<file path="src/rtl/alu_demo_sequencer.sv">
// Button front end for the ALU demo: synchronises and debounces four buttons, then
// drives operands/option either from the buttons (MANUAL) or from a timed 16-step sweep (AUTO).
module alu_demo_sequencer #(
  parameter logic [15:0] DEBOUNCE_CYCLES = 16'd12000,
  parameter logic [23:0] DWELL_CYCLES    = 24'd6000000
) (
  input  logic       CLK,
  input  logic       RST,
  input  logic       btn_a,
  input  logic       btn_b,
  input  logic       btn_next,
  input  logic       btn_mode,
  output logic       operand_a,
  output logic       operand_b,
  output logic [1:0] option,
  output logic       auto_active,
  output logic       step_strobe,
  output logic       sweep_done
);

  typedef enum logic [1:0] {
    ST_MANUAL    = 2'd0,
    ST_AUTO_RUN  = 2'd1,
    ST_AUTO_DONE = 2'd2
  } state_t;

  // Button lanes: [0]=a, [1]=b, [2]=next, [3]=mode
  logic [3:0]       w_raw;
  logic [3:0]       r_sync1;
  logic [3:0]       r_sync2;
  logic [3:0]       r_deb;
  logic [3:0]       r_press;
  logic [3:0][15:0] r_cnt;

  assign w_raw = {btn_mode, btn_next, btn_b, btn_a};

  always_ff @(posedge CLK) begin
    if (RST) begin
      r_sync1 <= '0;
      r_sync2 <= '0;
      r_deb   <= '0;
      r_press <= '0;
      r_cnt   <= '0;
    end else begin
      r_sync1 <= w_raw;
      r_sync2 <= r_sync1;
      for (int i = 0; i < 4; i++) begin
        if (r_sync2[i] == r_deb[i]) begin
          r_cnt[i]   <= '0;
          r_press[i] <= 1'b0;
        end else if (r_cnt[i] == DEBOUNCE_CYCLES - 16'd1) begin
          r_deb[i]   <= r_sync2[i];
          r_cnt[i]   <= '0;
          r_press[i] <= r_sync2[i];
        end else begin
          r_cnt[i]   <= r_cnt[i] + 16'd1;
          r_press[i] <= 1'b0;
        end
      end
    end
  end

  logic w_next_press;
  logic w_mode_press;
  assign w_next_press = r_press[2];
  assign w_mode_press = r_press[3];

  state_t      r_state,  w_state;
  logic [3:0]  r_idx,    w_idx;
  logic [23:0] r_dwell,  w_dwell;
  logic [1:0]  r_mopt,   w_mopt;
  logic        r_op_a,   w_op_a;
  logic        r_op_b,   w_op_b;
  logic [1:0]  r_opt,    w_opt;
  logic        r_auto,   w_auto;
  logic        r_step,   w_step;
  logic        r_done,   w_done;
  logic        w_adv;

  // Terminal count and a skip press fold into one advance request
  assign w_adv = w_next_press || (r_dwell == DWELL_CYCLES - 24'd1);

  always_comb begin
    w_state = r_state;
    w_idx   = r_idx;
    w_dwell = r_dwell;
    w_mopt  = r_mopt;
    w_step  = 1'b0;
    w_done  = 1'b0;
    w_op_a  = 1'b0;
    w_op_b  = 1'b0;
    w_opt   = 2'd0;
    w_auto  = 1'b0;
    unique case (r_state)
      ST_MANUAL: begin
        if (w_mode_press) begin
          w_state = ST_AUTO_RUN;
          w_idx   = 4'd0;
          w_dwell = 24'd0;
        end else if (w_next_press) begin
          w_mopt = r_mopt + 2'd1;
        end
      end
      ST_AUTO_RUN: begin
        if (w_mode_press) begin
          w_state = ST_MANUAL;
        end else if (w_adv) begin
          if (r_idx != 4'd15) begin
            w_idx   = r_idx + 4'd1;
            w_dwell = 24'd0;
            w_step  = 1'b1;
          end else begin
            w_state = ST_AUTO_DONE;
            w_done  = 1'b1;
          end
        end else begin
          w_dwell = r_dwell + 24'd1;
        end
      end
      ST_AUTO_DONE: begin
        if (w_mode_press) begin
          w_state = ST_MANUAL;
        end else if (w_next_press) begin
          w_state = ST_AUTO_RUN;
          w_idx   = 4'd0;
          w_dwell = 24'd0;
        end
      end
      default: w_state = ST_MANUAL;
    endcase

    // Outputs are computed from the next state so they line up with the state register
    if (w_state == ST_MANUAL) begin
      w_op_a = r_deb[0];
      w_op_b = r_deb[1];
      w_opt  = w_mopt;
      w_auto = 1'b0;
    end else begin
      {w_opt, w_op_a, w_op_b} = w_idx;
      w_auto = 1'b1;
    end
  end

  always_ff @(posedge CLK) begin
    if (RST) begin
      r_state <= ST_MANUAL;
      r_idx   <= '0;
      r_dwell <= '0;
      r_mopt  <= '0;
      r_op_a  <= 1'b0;
      r_op_b  <= 1'b0;
      r_opt   <= '0;
      r_auto  <= 1'b0;
      r_step  <= 1'b0;
      r_done  <= 1'b0;
    end else begin
      r_state <= w_state;
      r_idx   <= w_idx;
      r_dwell <= w_dwell;
      r_mopt  <= w_mopt;
      r_op_a  <= w_op_a;
      r_op_b  <= w_op_b;
      r_opt   <= w_opt;
      r_auto  <= w_auto;
      r_step  <= w_step;
      r_done  <= w_done;
    end
  end

  assign operand_a   = r_op_a;
  assign operand_b   = r_op_b;
  assign option      = r_opt;
  assign auto_active = r_auto;
  assign step_strobe = r_step;
  assign sweep_done  = r_done;

endmodule

</file>
<file path="config.mk">
export PLATFORM = sky130hd
export DESIGN_NAME = alu_demo_sequencer
export DESIGN_NICKNAME = d
export VERILOG_FILES = /design/src/rtl/alu_demo_sequencer.sv
export SDC_FILE = /design/constraint.sdc
export NUM_CORES = 1
export LEC_CHECK = 0
export ABC_AREA = 1
export BUFFER_PORTS_ARGS = -buffer_cell sky130_fd_sc_hd__buf_2
export CELL_PAD_IN_SITES_DETAIL_PLACEMENT = 0
export CELL_PAD_IN_SITES_GLOBAL_PLACEMENT = 1
export CORE_MARGIN = 1
export CORE_UTILIZATION = 49
export DETAILED_ROUTE_END_ITERATION = 16
export GPL_TIMING_DRIVEN = 0
export PLACE_DENSITY = 0.95
export SLEW_MARGIN = 20
export SYNTH_ARGS = -nofsm -noshare
export SYNTH_HDL_FRONTEND = slang
export SYNTH_SLANG_ARGS = --single-unit
</file>
<file path="constraint.sdc">
create_clock -name CLK -period 3.4 [get_ports CLK]
set_input_delay 0.51 -clock CLK [delete_from_list [all_inputs] [get_ports CLK]]
set_output_delay 0.51 -clock CLK [all_outputs]
set_load 0.02 [all_outputs]
</file>
==> flow_summary.yaml <==
routing:
  wl_per_cell_um: 12.1
  drc: 0
  vias: 5279
  drtPass1Iterations: 5
  drt_wl_total_um: 12500
  first_iter_violations: 244
  ant_nets: 0
  vias_per_cell: 5.14
synth:
  synthFlopType: "dfxtp_1"
  synth_compound_area_share_pct: 8.42
  yosysWarningCount: 0
  synth_nets: 855
  synth-seq-cells: 117
  postSynth.asyncResetShare_pct: 0
  synth_edf_count: 0
  synthAdderAreaFrac_pct: 1.33
  synth_xor_area_share_pct: 3.25
  yosys.area_share.simple_pct: 35.5
  synthMuxAreaShare_pct: 0
  syn_area_per_cell_um2: 6.72
  syn_inst: 843
  ys_seq_area_share_pct: 41.4
  synthDistinctLibCells: 36
  syn_area_um2: 5660
  synth_top_family_by_area: "simple AND/OR/NAND/NOR gates"
global_route:
  grtUsageMet2_pct: 38.0
  busiest_layer: "met2"
  grt_pass1_vias: 4803
  use_met1_pct: 27.5
  grt_pass1_wl_um: 21000
  use_met3_pct: 5.10
  grt_start_max_net_pins: 17
  antenna_found_initial: 0
  gr-total-overflow: 0
  grt_usage_pct: 22.6
critical_path:
  crit_fanout: 10
  critical_path_class: "reg -> reg"
  reg2regPathDepth: 11
  crit_path_start_kind: "register"
  r2r-start: "r_cnt[48]"
  arrival_ns: 2.59
  timing.rr.end: "r_cnt[54]"
  crit_required_ns: 3.77
  critPathCaptureType: "register"
  reg2reg_slack_ns: 1.18
pwr:
  p_seq_share_pct: 43.7
  p_sw_share_pct: 21.3
  p_comb_share_pct: 1.2
  p_leak_nw: 2.59
  power_density_nw_per_um2: 487
  ir_drop_mv: 0.363
  p_int_mw: 2.49
  clkPwrFrac_pct: 55.2
  p_switching_mw: 0.672
min_path:
  hold_class: "in -> reg"
  hold_start: "btn_a"
  min_to: "r_sync1[0]"
  holdPathStages: 3
clock_network:
  clockRootBuffer: "clkbuf_16"
  holdBufCountCts: 0
  cts_sinks: 117
  cts.repair.resized: 0
  cts.clk_slew.worst_paths_ns: 0.06
  worstSkewPairLatency_ns: 0.42
  cts_buffer_depth: 2
  cts_tree: "built"
  numCtsBuffers: 17
  post-cts-setup-buffers: 0
  h-tree-depth: 4
sta:
  slew_headroom_pct: 58.8
  max_freq_mhz: 450
  skew_ns: 0.00945
  rsz0062_at_grt: "false"
  setup_viol: 0
  finalCritPeriodShare_pct: 65.3
  finalHoldViolCount: 0
  period_needed_ns: 2.22
  worst_slack_ns: 1.18
  worst_slew_pin_slew_ns: 0.618
  setup_tns_ns: 0
  finalMaxSlewViolations: 0
place:
  gp_congestion: 0.897
  dp_hpwl_um: 8880
  portBuffers: 12
  postPlaceCellArea_um2: 5900
  placed_cells: 995
  post-place-ws_ns: 1.16
die:
  coreArea_um2: 11000
  fp.dieW_um: 110
  fp.dieArea_um2: 12000
  die_h_um: 110
  start_util_pct: 51.3
  std_cell_rows: 38
  io-pin-count: 13
layout:
  stdcell_area_um2: 6490
  mostFrequentLayoutCell: "nand2_1"
  syn2layout_area_growth_pct: 14.6
  diodes: 0
  nNetsFinal: 886
  mostFrequentLayoutCells: "nand2_1 (184), nor2_1 (136), inv_1 (119), dfxtp_1 (117), nand3_1 (61)"
  stdcell_count: 1027
  layout-drive-gt1-share_pct: 7.67
job:
  maxCapViolations: 0
outcome:
  status: "complete, no violations"
-- cell families after synthesis --
group / Yosys count
XOR/XNOR: 21
AND/OR/NAND/NOR: 466
adder cells (fa/ha/maj): 6
buffers and inverters: 144
AO/OA/AOI/OAI: 89
flip-flops: 117
-- per-stage QoR --
step,utilization (%),power (mW),hold WS [ns]
floorplan,-,1.43,0.388
global placement,53.5,1.45,0.392
detailed placement,53.5,1.45,0.395
CTS,58.8,3.19,0.288
global route,58.8,3.25,0.316
finish,58.8,3.16,0.299
-- worst max-delay path by stage --
stage                              to  slack, ns  cells past startpoint       start
after floorplan           r_dwell[19]       1.64                     12  r_dwell[0]
after global placement      r_cnt[58]       1.18                     12   r_cnt[48]
after detailed placement    r_cnt[58]       1.16                     12   r_cnt[48]
after CTS                   r_cnt[54]       1.14                     11   r_cnt[48]
after global routing        r_cnt[58]       0.92                     12   r_cnt[48]
final                       r_cnt[54]       1.18                     11   r_cnt[48]
-- flip-flops by register name, summed over array words and instances (netlist names) --
register	cells
r_deb	4
step_strobe	1
r_sync2	4
r_dwell	24
r_sync1	4
r_state	2
r_cnt	64
option	2
r_idx	4
sweep_done	1
auto_active	1
r_mopt	2
operand_b	1
r_press	2
operand_a	1
-- worst max-delay path, stage by stage, from the launching register on --
cell and delay, ns:
dfxtp_1 0.32, ha_1 0.21, nand2_1 0.08, inv_2 0.05
nand2_1 0.11, nor4_1 0.06, nand2_1 0.10, inv_1 0.06
nor2_1 0.42, clkinv_1 0.41, a21oi_1 0.21, o21a_1 0.13
-- area by class of cell --
type / instances / area (um^2)
buffer: 18 / 98.8
clock buffer: 22 / 494
clock inverter: 10 / 97.6
fill: 1068 / 4540
inverter: 126 / 474
multi-input combinational: 582 / 2750
sequential: 117 / 2340
tap: 140 / 175
timing repair buffer: 12 / 60.1
-- cells in the mapped netlist (2+ instances only) --
cell type	instances	share of area (%)
nor3b_1	4	0.53
buf_6	3	0.60
nor3_2	2	0.35
clkbuf_1	9	0.60
nor3_1	34	3.0
or2_2	2	0.22
inv_2	4	0.27
nand2_2	3	0.33
clkinv_1	2	0.13
dfxtp_1	117	41
inv_1	119	7.9
xor2_1	18	2.8
nor4_1	9	0.99
nand4_1	27	3.0
xnor2_1	3	0.46
a31oi_1	3	0.33
nand2_1	184	12
o21ai_0	24	2.1
nor2_1	136	9.0
ha_1	6	1.3
o21bai_1	2	0.27
nor2_2	2	0.22
a21oi_1	54	4.8
buf_2	4	0.35
nand3_1	61	5.4
-- metal layers --
layer | share of wire (%) | up-vias | routed length [um]
met4 | 2.4 | 0 | 293
met2 | 47 | 96 | 5890
li1 | - | 2769 | -
met5 | 0 | - | 0
met3 | 4.2 | 22 | 518
met1 | 46 | 2392 | 5760
-- power by group through the flow --
stage,sequential [mW],clock (mW),combinational (mW)
floorplan,1.41,0,0.0238
global placement,1.41,0,0.0361
detailed placement,1.41,0,0.0369
CTS,1.38,1.77,0.0371
global route,1.38,1.82,0.0424
finish,1.38,1.74,0.0364
No activity file was read; power rests on OpenSTA's default activity.
